===== config.mk =====
export PLATFORM = sky130hd
export DESIGN_NAME = match_signature_accum
export DESIGN_NICKNAME = d
export VERILOG_FILES = /design/src/rtl/match_sig_pkg.sv /design/src/rtl/match_signature_accum_misr_reg.sv /design/src/rtl/match_signature_accum.sv
export SDC_FILE = /design/constraint.sdc
export NUM_CORES = 1
export LEC_CHECK = 0
export ABC_AREA = 1
export BUFFER_PORTS_ARGS = -buffer_cell sky130_fd_sc_hd__buf_2
export CAP_MARGIN = 10
export CORE_ASPECT_RATIO = 0.75
export CORE_UTILIZATION = 45
export CTS_CLUSTER_SIZE = 10
export DETAILED_ROUTE_END_ITERATION = 10
export GPL_ROUTABILITY_DRIVEN = 0
export PLACE_DENSITY = 0.65
export RECOVER_POWER = 50
export SLEW_MARGIN = 20
export SYNTH_ARGS = -nofsm -noshare
export SYNTH_HDL_FRONTEND = slang
export SYNTH_SLANG_ARGS = --single-unit

===== constraint.sdc =====
create_clock -name clk -period 4 [get_ports clk]
set_input_delay 1 -clock clk [delete_from_list [all_inputs] [get_ports clk]]
set_output_delay 1 -clock clk [all_outputs]
set_load 0.005 [all_outputs]

===== src/rtl/match_sig_pkg.sv =====
// rtl/match_sig_pkg.sv - shared types, constants and MISR step function for match_signature_accum
//
// Purpose : run-state encoding, counter width and the MISR next-state function.
// Contents: msa_state_e, COUNT_W, MISR_MAX_W, misr_step().
package match_sig_pkg;

  typedef enum logic [1:0] {IDLE, WARM, ACCUM, DONE} msa_state_e;

  localparam int COUNT_W = 32;

  // The step function works on a fixed wide vector so it can serve any WIDTH
  // up to this bound; callers zero-extend into it and truncate the result.
  localparam int MISR_MAX_W = 256;

  // sig_next = din ^ {sig[w-2:0], fb}, fb = sig[w-1] ^ sig[2] ^ sig[0],
  // with w = msb + 1. Bits at and above w are forced to zero.
  function automatic logic [MISR_MAX_W-1:0] misr_step(
    input logic [MISR_MAX_W-1:0] sig,
    input logic [MISR_MAX_W-1:0] din,
    input logic [7:0]            msb
  );
    logic                  fb;
    logic [MISR_MAX_W-1:0] mask;
    fb   = sig[msb] ^ sig[2] ^ sig[0];
    mask = {MISR_MAX_W{1'b1}} >> (8'd255 - msb);
    return (din ^ {sig[MISR_MAX_W-2:0], fb}) & mask;
  endfunction

endpackage


===== src/rtl/match_signature_accum_misr_reg.sv =====
// rtl/match_signature_accum_misr_reg.sv - WIDTH-bit MISR register with clear, step and hold
//
// Purpose : holds the signature; clear has priority over step, otherwise hold.
// Ports   : clk, rst_n        clock, async active-low reset
//           i_clear           force signature to zero on this edge
//           i_step            fold i_din into the signature on this edge
//           i_din  [IN_W]     beat to fold in (zero-extended)
//           o_sig  [WIDTH]    current signature
//           o_sig_next[WIDTH] value a step would produce this cycle
module misr_reg
  import match_sig_pkg::*;
#(
  parameter int WIDTH = 64,
  parameter int IN_W  = 1
) (
  input  logic             clk,
  input  logic             rst_n,
  input  logic             i_clear,
  input  logic             i_step,
  input  logic [IN_W-1:0]  i_din,
  output logic [WIDTH-1:0] o_sig,
  output logic [WIDTH-1:0] o_sig_next
);

  logic [WIDTH-1:0] r_sig;

  assign o_sig_next = WIDTH'(misr_step(MISR_MAX_W'(r_sig), MISR_MAX_W'(i_din), 8'(WIDTH - 1)));
  assign o_sig      = r_sig;

  always_ff @(posedge clk or negedge rst_n) begin
    if (!rst_n) begin
      r_sig <= '0;
    end else if (i_clear) begin
      r_sig <= '0;
    end else if (i_step) begin
      r_sig <= o_sig_next;
    end
  end

endmodule


===== src/rtl/match_signature_accum.sv =====
// rtl/match_signature_accum.sv - warm-up / accumulate / done MISR signature sequencer
//
// Purpose : folds accepted result beats into a MISR over a warm-up window
//           (signature held at zero) and an accumulate window, then compares
//           against EXPECTED on entry to DONE.
// Ports   : clk, rst_n            clock, async active-low reset
//           start                begin a run (honoured in IDLE/DONE only)
//           in_valid, in_data    result beat; accepted only in WARM/ACCUM
//           busy, done, pass     status; pass meaningful while done
//           signature [WIDTH]    current signature
//           beat_count [32]      accepted beats since last start (saturating)
//           ones_count [32]      only with MATCH_SIGNATURE_ONES_EN: beats in
//                                ACCUM with in_data[0]==1 (saturating)
// Macro   : MATCH_SIGNATURE_ONES_EN enables ones_count.
module match_signature_accum
  import match_sig_pkg::*;
#(
  parameter int          WIDTH        = 64,
  parameter int          IN_W         = 1,
  parameter int unsigned WARMUP_BEATS = 10,
  parameter int unsigned ACCUM_BEATS  = 89,
  parameter logic [63:0] EXPECTED     = 64'h0
) (
  input  logic               clk,
  input  logic               rst_n,
  input  logic               start,
  input  logic               in_valid,
  input  logic [IN_W-1:0]    in_data,
  output logic               busy,
  output logic               done,
  output logic               pass,
  output logic [WIDTH-1:0]   signature,
  output logic [COUNT_W-1:0] beat_count
`ifdef MATCH_SIGNATURE_ONES_EN
  ,
  output logic [COUNT_W-1:0] ones_count
`endif
);

  localparam logic [WIDTH-1:0]   EXP_W  = WIDTH'(EXPECTED);
  localparam logic [COUNT_W-1:0] WARM_N = COUNT_W'(WARMUP_BEATS);
  localparam logic [COUNT_W-1:0] ACC_N  = COUNT_W'(ACCUM_BEATS);

  msa_state_e         r_state;
  msa_state_e         w_state_next;
  logic [COUNT_W-1:0] r_win_cnt;     // beats accepted in the current window
  logic [COUNT_W-1:0] w_win_next;
  logic [COUNT_W-1:0] r_beat_count;
  logic               r_pass;
  logic               w_pass_load;
  logic               w_pass_val;
  logic               w_sig_clear;
  logic               w_sig_step;
  logic               w_run_clear;   // start honoured: clear all run counters
  logic               w_accept;
  logic [WIDTH-1:0]   w_sig;
  logic [WIDTH-1:0]   w_sig_next;

  assign w_accept = in_valid && (r_state == WARM || r_state == ACCUM);

  misr_reg #(
    .WIDTH (WIDTH),
    .IN_W  (IN_W)
  ) u_misr (
    .clk        (clk),
    .rst_n      (rst_n),
    .i_clear    (w_sig_clear),
    .i_step     (w_sig_step),
    .i_din      (in_data),
    .o_sig      (w_sig),
    .o_sig_next (w_sig_next)
  );

  always_comb begin
    w_state_next = r_state;
    w_win_next   = r_win_cnt;
    w_sig_clear  = 1'b0;
    w_sig_step   = 1'b0;
    w_run_clear  = 1'b0;
    w_pass_load  = 1'b0;
    w_pass_val   = (w_sig_next == EXP_W);
    case (r_state)
      IDLE, DONE: begin
        if (start) begin
          w_sig_clear = 1'b1;
          w_run_clear = 1'b1;
          w_win_next  = '0;
          // Empty windows are skipped; with both empty the zero signature
          // is compared straight away.
          if (WARM_N != '0) begin
            w_state_next = WARM;
          end else if (ACC_N != '0) begin
            w_state_next = ACCUM;
          end else begin
            w_state_next = DONE;
            w_pass_load  = 1'b1;
            w_pass_val   = (EXP_W == '0);
          end
        end
      end
      WARM: begin
        if (in_valid) begin
          w_sig_clear = 1'b1;
          if (r_win_cnt + COUNT_W'(1) == WARM_N) begin
            w_win_next = '0;
            if (ACC_N != '0) begin
              w_state_next = ACCUM;
            end else begin
              w_state_next = DONE;
              w_pass_load  = 1'b1;
              w_pass_val   = (EXP_W == '0);
            end
          end else begin
            w_win_next = r_win_cnt + COUNT_W'(1);
          end
        end
      end
      ACCUM: begin
        if (in_valid) begin
          w_sig_step = 1'b1;
          if (r_win_cnt + COUNT_W'(1) == ACC_N) begin
            w_win_next   = '0;
            w_state_next = DONE;
            // Compare the value being written, so pass rises with done.
            w_pass_load  = 1'b1;
          end else begin
            w_win_next = r_win_cnt + COUNT_W'(1);
          end
        end
      end
      default: begin
        w_state_next = IDLE;
      end
    endcase
  end

  always_ff @(posedge clk or negedge rst_n) begin
    if (!rst_n) begin
      r_state      <= IDLE;
      r_win_cnt    <= '0;
      r_beat_count <= '0;
      r_pass       <= 1'b0;
    end else begin
      r_state   <= w_state_next;
      r_win_cnt <= w_win_next;
      if (w_run_clear) begin
        r_beat_count <= '0;
        r_pass       <= 1'b0;
      end else if (w_accept && r_beat_count != '1) begin
        r_beat_count <= r_beat_count + COUNT_W'(1);
      end
      if (w_pass_load) begin
        r_pass <= w_pass_val;
      end
    end
  end

`ifdef MATCH_SIGNATURE_ONES_EN
  logic [COUNT_W-1:0] r_ones_count;

  always_ff @(posedge clk or negedge rst_n) begin
    if (!rst_n) begin
      r_ones_count <= '0;
    end else if (w_run_clear) begin
      r_ones_count <= '0;
    end else if (w_accept && r_state == ACCUM && in_data[0] && r_ones_count != '1) begin
      r_ones_count <= r_ones_count + COUNT_W'(1);
    end
  end

  assign ones_count = r_ones_count;
`else
  // No ones counter in this build.
`endif

  assign busy       = (r_state == WARM) || (r_state == ACCUM);
  assign done       = (r_state == DONE);
  assign pass       = done && r_pass;
  assign signature  = w_sig;
  assign beat_count = r_beat_count;

endmodule


=== Word level (Yosys, flattened, before mapping) ===
Cells that the tools add are included.

* Register bits: 131
* Output and inout bits: 99
* Word-level logic and storage cells: 60

* Add/subtract/negate cells: 2
* Eq/ne operators: 11
* Multiplexer cells: 26
* Bitwise logic cells: 3
* Reductions and logical operators: 13

{| class="wikitable"
|+ Operator list
! kind !! number
|-
| $mux 32 || 7
|-
| $mux 64 || 2
|-
| $pmux 32 s3 || 1
|-
| $add 32x1->32 const B || 2
|-
| $logic_not 64->1 || 1
|-
| $xor 1x64->64 || 1
|-
| $eq 32x4->1 const B || 1
|-
| $eq 32x7->1 const B || 1
|-
| $ne 32x32->1 const B || 1
|-
| $mux 2 || 5
|-
| $mux 1 || 8
|-
| $ne 2x2->1 const B || 3
|-
| $pmux 2 s3 || 1
|-
| $reduce_bool 2->1 || 3
|-
| $reduce_and 5->1 || 1
|-
| $eq 2x2->1 const B || 2
|-
| $ne 2x1->1 const B || 2
|-
| $pmux 1 s2 || 2
|-
| $logic_and 1x1->1 || 3
|-
| $reduce_and 3->1 || 1
|-
| $reduce_or 3->1 || 1
|-
| $eq 2x1->1 const B || 1
|-
| $logic_not 2->1 || 1
|-
| $reduce_or 2->1 || 1
|-
| 2 further kinds || 3
|}

=== Longest topological paths before layout ===
Gate-level depths: netlist of run 1.

* Depth in word-level cells: 6
* Gate-level depth with buffers: 17
* Depth with buffers taken out: 16

=== By module ===
A second synthesis of run 1 with hierarchy kept.

* Cell total of the unflattened synthesis: 979
* Area, all modules: 7681.1 sq um

{| class="wikitable"
|+ Modules (own cells, without submodules)
! module !! instances !! cells an instance !! area each (sq um)
|-
| match_signature_accum || 1 || 691 || 4744.6
|-
| misr_reg || 1 || 288 || 2936.6
|}

=== Least setup slack after synthesis of run 1 ===
Ideal clock, no wire load.

* Kind: in2reg
* From: input port in_valid
* To: register r_win_cnt[22]
* Arrival time: 2227 ps
* Slack: 1707 ps
* Stages on the path: 8
* Cells stage by stage: inv_1 -> o21ai_0 -> inv_1 -> nor2_1 -> buf_1 -> clkbuf_1 -> nand3_1 -> nand2_1

* Longest elaborated chain between the ends: 2

{| class="wikitable"
|+ RTL lines
! element !! line !! text
|-
| start: declaration || match_signature_accum.sv:27 || <nowiki>input logic in_valid,</nowiki>
|-
| $ne 2x2->1 (no source line) || -- ||
|-
| $reduce_and 3->1 (no source line) * || -- ||
|-
| end signal: assignment || match_signature_accum.sv:145 || <nowiki>r_win_cnt <= w_win_next;</nowiki>
|-
| end: declaration || match_signature_accum.sv:46 || <nowiki>logic [COUNT_W-1:0] r_win_cnt;</nowiki>
|}

Mark *: on every way between the ends. The rest lies on a longest branch, timed or not.
A chain may end at the register's enable or synchronous reset.

=== Worst setup path after layout of run 1 ===
* From: register r_win_cnt[1]
* To: register r_win_cnt[10]

* Longest elaborated chain between the ends: 5

{| class="wikitable"
|+ RTL lines
! element !! line !! text
|-
| $add 32x1->32 * || -- ||
|-
| $eq 32x7->1 or $eq 32x4->1 (tied branches) || match_signature_accum.sv:121, match_signature_accum.sv:104 ||
|-
| $mux 32, on equally long branches || match_signature_accum.sv:121, match_signature_accum.sv:104 ||
|-
| $mux 32, on equally long branches || match_signature_accum.sv:119, match_signature_accum.sv:102 ||
|-
| $pmux 32 s3 * || match_signature_accum.sv:82 || <nowiki>case (r_state)</nowiki>
|}

Mark *: on every way between the ends. The rest lies on a longest branch, timed or not. The select of a mux whose other input is x is not followed.

==> impl_results.md, run 1 <==
- Outcome: complete, but fails checks
- Failing checks: max-capacitance violations, max-slew violations
- Die Area: 16190 um^2
- Max Root-Sink Buffers: 2
- Hold path cells: 2
- GRT overflow: 0
- Number of inserted diodes: 0
- R2r setup slk: 1250 ps
- Setup ws final: 1248 ps
- P per Cell Area: 491.5 nW/um^2
- Post-CTS setup buffers: 0
- Yosys cell types: 34
- Setup crit start kind: flop
- Pin count of the biggest net entering global routing: 89
- Iteration-0 DRC Markers: 509
- Max FO, Critical Path: 32
- Period utilization: 68.80%
- Routed WL per cell: around 14 um
- Fmax: roughly 0.36 GHz
- HPWL Detailed: 12.57 mm
- Die width: 146.6 um
- Synth Net Count: 932
- Layout cells sized above 1: 16.49%
- Cell row count: 39
- Most frequent cells in the layout: nand2_1 (237), inv_1 (131), dfrtp_1 (131)
- Largest area contributor in the netlist: dfrtp_1
- WS Path Type: flop to flop
- Least-Margin Pin Slew: 2238 ps
- Slew margin rel.: -49.22%
- Nets@finish: roughly 1000
- RSZ-0062 raised after global routing: no
- Endpoint class of the critical path: flop
- Hold Fails Final Rpt: 0
- Via count: roughly 6400
- Total Routing Usage GR: 23.21%
- Initial Utilization: 46.19%
- Resize count post-CTS: 0
- Number of synthesized register bits: 131
- DP Worst Slack: 1220 ps
- Mean Syn Cell Area: 7.684 um^2
- Antenna violations before repair: 0
- Clock buffer count from CTS: 17
- Critical Path RT: 4290 ps
- DR pass1 iterations: 6
- Commonest non-fill, non-tap cell in the layout: nand2_1
- Final wirelength: 17.58 mm
- Worst path arrival time: 3040 ps
- Peak supply drop: 0.2865 mV
- Finished Core Util: 54.71%
- Worst-Skew Late Latency: 420 ps
- Count of pins over their slew limit: 88
- Final Critical Period: around 2800 ps
- Synth warn: 0
- Post-Synthesis Cells: 918
- TNS Setup: 0 ps
- Clk_skew: approximately 11 ps
- Mapped Area: between 7000 and 8000 um^2
- H-tree depth: 4
- Synth top area share: ~46%
- Placed cell areas: 7781 um^2
- Leakage: a little over 4 nW
- Fillers: 1461
- Worst-path clk slew: 60 ps
- Clock sinks: 131
- IO Port Bufs: 103
- First-pass GRT wire length: 30.12 mm
- Synth top area cells: dfrtp_1 (46%), nand2_1 (13%), inv_1 (7.0%)
- Sequential area share after synthesis: 46.47%
- # IOs: 104
- Core area: 15270 um^2
- Drt via density: a little over 5
- Worst min path class: flop to flop
- Antenna violation net count after detailed routing: 0
- Reg2Reg Depth: 14
- Root Driver: clkbuf_16
- Maxcap violations: 1
- Die H: 110.4 um
- Fin area: 8356 um^2
- Vias in the first global route: 5853
- Final setup fails: 0
- Area Growth Syn to Fin: 18.45%
- Drc violations: 0
- CTS tree: built
- Post-CTS Hold Buffers: 0
==> area by class of cell <==
class	count	area, um^2	area share (%)
Sequential cell	131	3278	39.23
Inverter	131	491.7	5.885
Timing Repair Buffer	109	561.8	6.724
Clock buffer	18	429.2	5.136
Tap cell	205	256.5	3.070
Multi-Input combinational cell	630	3181	38.07
Clock inverter	12	157.7	1.887
==> report_power, final <==
group          switching (mW)  total [mW]  internal (mW)
Combinational           0.873        1.12          0.250
Sequential             0.0459        1.41           1.37
Clock                   0.593        1.57          0.976
==> state kept, by name, indices dropped and copies added, names as in the netlist <==
signal and cells:
beat_count 32, r_pass 1, r_win_cnt 32, u_misr.o_sig 64, r_state 2
==> Yosys cell counts <==
cell type and n:
o21ai_1 1, a21o_1 1, clkbuf_1 21, a22o_1 1, and2_1 1, ha_1 9
o21bai_1 1, dfrtp_1 131, xnor2_1 9, and3_1 1, o21a_1 1, inv_1 131
nor2_2 5, xor2_1 7, nor4_1 13, nor2_4 5, nand4_1 19, nand2_4 1
o31ai_1 1, nand3b_1 12, o22ai_1 63, or2_2 1, nor3_1 22, buf_6 3
nor2_1 112, nand2_2 5, a31oi_1 3, nand2_1 239, nand3_1 39, a21oi_1 14
nand3_2 20, nor3b_1 1, o21ai_0 23, buf_1 2
==> path summary, 6_finish.rpt <==
path | start | to
setup / recovery | r_win_cnt[1]$_DFFE_PN0P_ | r_win_cnt[10]$_DFFE_PN0P_
hold / removal | r_pass$_DFFE_PN0P_ | r_pass$_DFFE_PN0P_
setup reg to reg | r_win_cnt[1]$_DFFE_PN0P_ | r_win_cnt[10]$_DFFE_PN0P_
hold reg to reg | r_pass$_DFFE_PN0P_ | r_pass$_DFFE_PN0P_
max in group asynchronous | rst_n | r_win_cnt[27]$_DFFE_PN0P_
min in group asynchronous | rst_n | r_win_cnt[29]$_DFFE_PN0P_
==> metal layers <==
layer	share of wire (%)	global-route usage [%]	vias to the layer above
li1	-	-	3201
met4	0.92	5.694	0
met5	0	0	-
met2	39	30.70	205
met1	52	36.69	2954
met3	7.5	6.281	12
==> cell families (layout without fill, tap and decap cells) <==
logic type                 after synthesis  in the layout  share of synthesized area (%)
and+or+nand+nor                        496            496                          32.17
adders and majority gates                9              9                          1.596
DFF                                    131            131                          46.47
xor gates and xnor gates                16             16                          1.987
AOI/OAI and AO/OA                      109            109                          9.099
buffers and inverters                  157            270                          8.673
==> critical path: stages (launching register included) <==
cell and delay, ps:
dfrtp_1 410, ha_1 230, nand3_1 190, nor2_1 270, nand3_1 190, nor2_1 130, nor2_1 80, nor2_1 80
nand2_1 80, nor2_2 200, nand3_1 120, nand2_2 120, nand2_4 290, nand2_1 130, o21ai_0 90
==> metrics by stage <==
stage	total power [mW]	hold WS [ps]	std cells
4_1_cts	4.140	510.1	1236
6_report	4.106	506.4	1236
2_1_floorplan	2.266	462.2	918
5_1_grt	4.342	532.4	1236
3_5_place_dp	2.568	490.3	1206
3_3_place_gp	2.563	486.2	1206
(Power assumes the default switching activity.)
==> run 2, diff against run 1 <==
- PLACE_DENSITY: 0.65 -> 0.68
- clock period: 4 -> 2.4 ns (I/O delays scaled with it)
==> run 2 against run 1 <==
Effect of this change: the flow finishes with violations (max-capacitance violations, max-slew violations, negative setup slack); worst setup slack got worse by 1300 ps; wire length is 10% higher; count of clock-buffer cells in the layout shrank 1; combinational power is 120% higher; critical endpoint is now r_win_cnt[3]$_DFFE_PN0P_; sequential share of layout area decreased by 3.0 points; clock skew decreased by 3.0 ps; via count up 6.1%.
==> impl_results.md, run 2 (synthesis gave the netlist of run 1 again) <==
- Outcome: complete, but fails checks
- Failing checks: max-capacitance violations, max-slew violations, negative setup slack
- Worst-path clk slew: 60 ps
- Worst-Skew Late Latency: 430 ps
- Endpoint class of the critical path: flop
- Clock power frac: between 30 and 40%
- Period utilization: 102.4%
- Root Driver: clkbuf_16
- Net Sw Power: 2.834 mW
- # IOs: roughly 100
- Die width: 146.6 um
- Max Root-Sink Buffers: 2
- Critical R2R Launch: r_win_cnt[1]$_DFFE_PN0P_
- R2r setup slk: -60 ps
- Most frequent cells in the layout: nand2_1 (229), inv_1 (131), dfrtp_1 (128)
- Setup crit start kind: flop
- Critical Path RT: 2720 ps
- Die H: 110.4 um
- TNS Setup: -1021 ps
- Seq pwr share: 30.8%
- Clk_skew: approximately 8.1 ps
- DR pass1 iterations: 5
- Switching share of power: ~37%
- Final wirelength: 19.42 mm
- Count of pins over their slew limit: 59
- RSZ-0062 raised after global routing: yes
- Leakage: 4.414 nW
- Area Growth Syn to Fin: 28.43%
- P per Cell Area: approximately 840 nW/um^2
- Clock sinks: approximately 130
- Final setup fails: 32
- Core area: around 15000 um^2
- Peak supply drop: 0.5333 mV
- Final Critical Period: 2456 ps
- Number of inserted diodes: 0
- Gate power share: 32.2%
- Worst min path class: flop to flop
- Max FO, Critical Path: 6
- Pin count of the biggest net entering global routing: 64
- H-tree depth: 4
- Slew margin rel.: -1.108%
- Worst path arrival time: around 2800 ps
- Vias in the first global route: 6164
- Hold path start: r_pass$_DFFE_PN0P_
- Placed cell areas: 8179 um^2
- Reg2reg end: r_win_cnt[3]$_DFFE_PN0P_
- IO Port Bufs: 103
- Initial Utilization: 46.19%
- Pint: 4.806 mW
- Reg2Reg Depth: 17
- Nets@finish: ~1100
- Antenna violations before repair: 0
- Drc violations: 0
- Commonest non-fill, non-tap cell in the layout: nand2_1
- Fmax: 0.4071 GHz
- Maxcap violations: 1
- HPWL Detailed: 13.56 mm
- Cell row count: 39
- Via count: 6759
- Die Area: 16190 um^2
- Hold path cells: 2
- Total Routing Usage GR: 24.25%
- Clock buffer count from CTS: 17
- First-pass GRT wire length: 31.26 mm
- Fillers: 1387
- Iteration-0 DRC Markers: 670
- Layout cells sized above 1: a little under a quarter
- GRT overflow: 0
- Setup ws final: -56.41 ps
- Antenna violation net count after detailed routing: 0
- Hold Fails Final Rpt: 0
- Final total power: roughly 7.6 mW
- Hold endpoint: r_pass$_DFFE_PN0P_
- Least-Margin Pin Slew: 1517 ps
- Fin area: 9060 um^2
- WS Path Type: flop to flop
- Drt via density: 5.191
- Routed WL per cell: around 15 um
- Worst Setup SP: r_win_cnt[1]$_DFFE_PN0P_
- Number of flip-flops in the largest register: 64
- CTS tree: built
[run 2: changes by cell type in the layout (fill, tap and decap cells not counted), sizes merged]
cell      before  now
clkinvlp       3    1
clkbuf        28   40
clkinv         3    2
buf           99  150
inv          134  140
[run 2: area by class of cell]
type / count / area [um^2] / share of cell area, %
clock buffers: 17 / 425.4 / 4.695
clock inverters: 15 / 211.5 / 2.334
inverters: 131 / 491.7 / 5.427
multi-input cells: 630 / 3301 / 36.43
flip-flops and latches: 131 / 3282 / 36.22
well taps: 205 / 256.5 / 2.831
repair buffers: 173 / 1092 / 12.06
[run 2: metal layers]
layer  GRT usage (%)  share of wire (%)  up-vias
met3           6.529                7.6       15
met2           35.05                 43      241
met1           35.66                 48     3170
met4           6.389               0.80        0
li1                -                  -     3333
met5               0                  0        -
[run 2: worst max-delay path: stages (launching register included)]
cell	delay, ps
dfrtp_1	410
ha_2	230
nand2_2	70
nor2_4	200
nand2_4	110
nor2_4	140
nand2_1	70
nand2_1	50
nand2_1	70
nor2_1	140
nand2_1	100
nor2_4	150
nand3_2	90
nand2_2	100
nand2_4	120
clkbuf_16	190
nand3_2	60
nand2_1	50
[run 2: worst max path at each step]
| stage | endpoint | slack [ps] | cells past startpoint |
|---|---|---|---|
| floorplan | r_win_cnt[11]$_DFFE_PN0P_ | 280 | 17 |
| global placement | r_win_cnt[23]$_DFFE_PN0P_ | 40 | 17 |
| detailed placement | r_win_cnt[23]$_DFFE_PN0P_ | 10 | 17 |
| CTS | r_win_cnt[8]$_DFFE_PN0P_ | 40 | 17 |
| global route | r_win_cnt[25]$_DFFE_PN0P_ | -190 | 17 |
| finish | r_win_cnt[3]$_DFFE_PN0P_ | -60 | 17 |
[run 2: power groups by stage]
stage	registers, mW	logic, mW	clock network [mW]
5_1_grt	2.37	2.68	2.95
3_5_place_dp	2.40	2.20	0
3_3_place_gp	2.39	2.20	0
4_1_cts	2.36	2.21	2.87
6_report	2.36	2.46	2.82
2_1_floorplan	2.39	1.39	0
[run 2: what timing repair did]
action,4_1_cts,5_1_grt
pin swaps,0,22
resized for setup,1,41
setup buffers,0,13
hold buffers,0,0
gates cloned,0,3
setup endpoints to repair,1,46
[run 2: metrics by stage]
stage | instances | hold slack [ps] | util [%] | setup WS, ps
final | 1302 | 507.1 | 59.32 | -56.41
after global routing | 1302 | 557.0 | 59.32 | -192.9
after CTS | 1286 | 161.5 | 57.75 | 42.98
after detailed placement | 1254 | 494.9 | 53.55 | 14.17
after global placement | 1254 | 486.5 | 53.55 | 40.53
after floorplan | 918 | 304.4 | - | 276.3
==> run 3, diff against run 2 <==
- GPL_ROUTABILITY_DRIVEN: 0 -> not set
- PLACE_DENSITY: 0.68 -> 0.67
- SYNTH_HIERARCHICAL: not set -> 1
- TNS_END_PERCENT: not set -> 50
==> run 3 against run 2 <==
Effect of this change: the flow finishes with violations (negative setup slack); die area rose by 8.7%; register-to-register slack about the same; non-clock buffer count fell by 34; synthesized cell count is 6.6% higher; sequential cell count is the same; global-route usage shrank 3.0 points; clock power is 7.8% lower; critical endpoint is now r_win_cnt[21]$_DFFE_PN0P_; largest cell class unchanged; largest power group unchanged.
==> impl_results.md, run 3 <==
- Outcome: complete, but fails checks
- Failing checks: negative setup slack
- Placed cell areas: approximately 8100 um^2
- Area Growth Syn to Fin: 15.43%
- Finished Core Util: 54.17%
- Count of pins over their slew limit: 0
- Via count: 6586
- Clock sinks: around 130
- Setup ws final: -50.97 ps
- Mean Syn Cell Area: 7.846 um^2
- Post-Synth Adder-Cell Area: 1.466%
- Slowest-stage cell, CP: dfrtp_1
- Antenna violation net count after detailed routing: 0
- Critical path's most frequent cell: nand2_1
- Sequential area share after synthesis: 42.68%
- Worst min path class: primary input to async pin
- CP delay by family, top: simple AND/OR/NAND/NOR gates
- Switching share of power: between 30% and 40%
- Synth top area share: 42.68%
- Setup crit start kind: flop
- Peak supply drop: 0.6522 mV
- Post-synth EDFFs: 0
- Period utilization: 102.1%
- Number of inserted diodes: 0
- Worst path arrival time: 2760 ps
- Iteration-0 DRC Markers: 527
- Nets@finish: 1064
- GRT overflow: 0
- R2r setup slk: -50 ps
- Commonest non-fill, non-tap cell in the layout: nand2_1
- Synth Net Count: just under 1000
- Asr flop ratio synth: 100.0%
- Yosys cell types: 37
- GPL Wtd Cong: between 0.8 and 0.9
- Initial Utilization: 46.93%
- Drt via density: 5.174
- Synth Area in XOR/XNOR: less than 1%
- Fin area: 8866 um^2
- Hold Fails Final Rpt: 0
- Simple-gate area share of the yosys netlist: 30.58%
- IO Port Bufs: 103
- Clk_skew: 11.60 ps
- Clock power frac: 34.6%
- Layout cells sized above 1: about a quarter
- Worst-Skew Late Latency: 420 ps
- Pin count of the biggest net entering global routing: 64
- WS Path Type: flop to flop
- Final wirelength: 18.53 mm
- Max FO, Critical Path: 6
- Top_reg_cell synth: dfrtp_1
- Antenna violations before repair: 0
- # IOs: 104
- Die H: 115.1 um
- HPWL Detailed: 12.68 mm
- Seq pwr share: a little under a third
- Top cells by count, synth: nand2_1 (253), inv_1 (135), dfrtp_1 (131), nor2_1 (87), o22ai_1 (64)
- Die width: 152.9 um
- CTS tree: built
- Fraction of the mapped netlist area in compound gates: 8.975%
- Synth warn: 6
- Largest family of logic cells by synthesized area: simple AND/OR/NAND/NOR gates
- Critical Path RT: 2710 ps
- Synth top area cells: dfrtp_1 (43%), nand2_1 (12%), inv_1 (6.6%)
- Clock buffer count from CTS: 17
- Post-Synthesis Cells: 979
- Total Routing Usage GR: between 20% and 30%
- Vias in the first global route: 6038
- Final Critical Period: 2451 ps
- Slowest stage delay, CP: about 400 ps
- Largest area contributor in the netlist: dfrtp_1
- Final setup fails: 32
- RSZ-0062 raised after global routing: yes
- Core area: 16370 um^2
- Routed WL per cell: 14.56 um
- Endpoint class of the critical path: flop
- Slew margin rel.: 28.80%
- Number of flip-flops in the largest register: 64
- Root Driver: clkbuf_16
- Maxcap violations: 0
- Die Area: between 15000 and 20000 um^2
- Least-Margin Pin Slew: 1068 ps
- P per Cell Area: 847.3 nW/um^2
- Mux cell area share after synthesis: 0%
- H-tree depth: 4
- Crit-path cells: ha_4, nand2_4, nor2_4, nand3_2, inv_2, nand2_1, nand2_1, nand2_1, nor2_2, nand2_2, nor2_4, nand3_1, nand2_2, nand2_4, clkbuf_16, nand3_2, nand2_1
- Mapped Area: around 7700 um^2
- Gate power share: between 30% and 40%
- Drc violations: 0
- Max Root-Sink Buffers: 2
- Hold slack final: 368.6 ps
- Post-CTS Hold Buffers: 0
- Pint: about 4.6 mW
- Leakage: 4.315 nW
- Net Sw Power: 2.926 mW
- Worst-path clk slew: 60 ps
- Most frequent cells in the layout: nand2_1 (240), inv_1 (135), dfrtp_1 (128)
- Cell row count: 40
- First-pass GRT wire length: 29.97 mm
- Number of synthesized register bits: 131
- DR pass1 iterations: 6
- Fmax: 0.4080 GHz
- Worst path bufs/invs: 2
- Count leader, synth: nand2_1
-- run 3: changes by cell type after synthesis, moves of 5 or more --
cell      delta
nand3_1     -12
inv_2        +5
buf_4       +63
nand3_2      +9
a21oi_1      +6
xor2_1       -5
nor2_1      -25
buf_6       +12
xnor2_1      -6
nand2_1     +14
nor4_1       +5
clkbuf_1    -15
-- run 3: kinds of logic (layout without fill, tap and decap cells) --
| kind of cell | Yosys count | in the layout |
|---|---|---|
| AND/OR/NAND/NOR | 489 | 489 |
| buffers and inverters | 228 | 312 |
| flip-flops | 131 | 131 |
| AO/OA/AOI/OAI | 117 | 117 |
| adder cells (fa/ha/maj) | 9 | 9 |
| XOR/XNOR | 5 | 5 |
-- run 3: area by class of cell --
class	instances	area, um^2
fillers	1536	7500
multi-input cells	620	3346
flip-flops and latches	131	3282
repair buffers	139	855.8
inverters	141	529.3
clock buffers	17	425.4
well taps	210	262.8
clock inverters	15	165.2
-- run 3: power by group through the flow --
stage	Clock [mW]	Sequential [mW]	Combinational [mW]
final	2.60	2.35	2.56
after global routing	2.76	2.36	2.78
after CTS	2.64	2.34	2.30
after detailed placement	0	2.38	2.29
after global placement	0	2.38	2.29
after floorplan	0	2.39	1.67
-- run 3: layer usage --
| layer | part of all wire (%) | vias to the layer above | track usage, % | wire [um] |
|---|---|---|---|---|
| met5 | 0 | - | 0 | 0 |
| met4 | 1.2 | 0 | 5.724 | 223 |
| met3 | 7.5 | 25 | 4.749 | 1383 |
| met2 | 42 | 226 | 31.22 | 7696 |
| met1 | 50 | 3079 | 31.43 | 9229 |
| li1 | - | 3256 | - | - |
-- run 3: repair_timing --
action | 4_1_cts | 5_1_grt
buffers inserted | 0 | 6
gates cloned | 0 | 3
gates resized for setup | 4 | 39
endpoints found under the setup margin | 34 | 56
pin swaps | 0 | 24
-- run 3: through the flow --
| step | instances | TNS [ps] | setup WS, ps | total power, mW |
|---|---|---|---|---|
| floorplan | 979 | 0 | 234.0 | 4.059 |
| global placement | 1232 | -3.702 | -3.702 | 4.672 |
| detailed placement | 1232 | -1225 | -62.11 | 4.671 |
| CTS | 1264 | 0 | 5.312 | 7.283 |
| global route | 1273 | -6466 | -207.0 | 7.893 |
| finish | 1273 | -861.1 | -50.97 | 7.512 |
-- run 3: final timing paths --
| path | start | end | cells after the start |
|---|---|---|---|
| worst max-delay path | r_win_cnt[1]$_DFFE_PN0P_ | r_win_cnt[21]$_DFFE_PN0P_ | 17 |
| worst min-delay path | rst_n | beat_count[24]$_DFFE_PN0P_ | 1 |
| worst max register to register | r_win_cnt[1]$_DFFE_PN0P_ | r_win_cnt[21]$_DFFE_PN0P_ | 17 |
| worst min register to register | beat_count[31]$_DFFE_PN0P_ | beat_count[31]$_DFFE_PN0P_ | 1 |
| max in group asynchronous | rst_n | u_misr/o_sig[31]$_DFFE_PN0P_ | 2 |
| min in group clk | beat_count[31]$_DFFE_PN0P_ | beat_count[31]$_DFFE_PN0P_ | 1 |
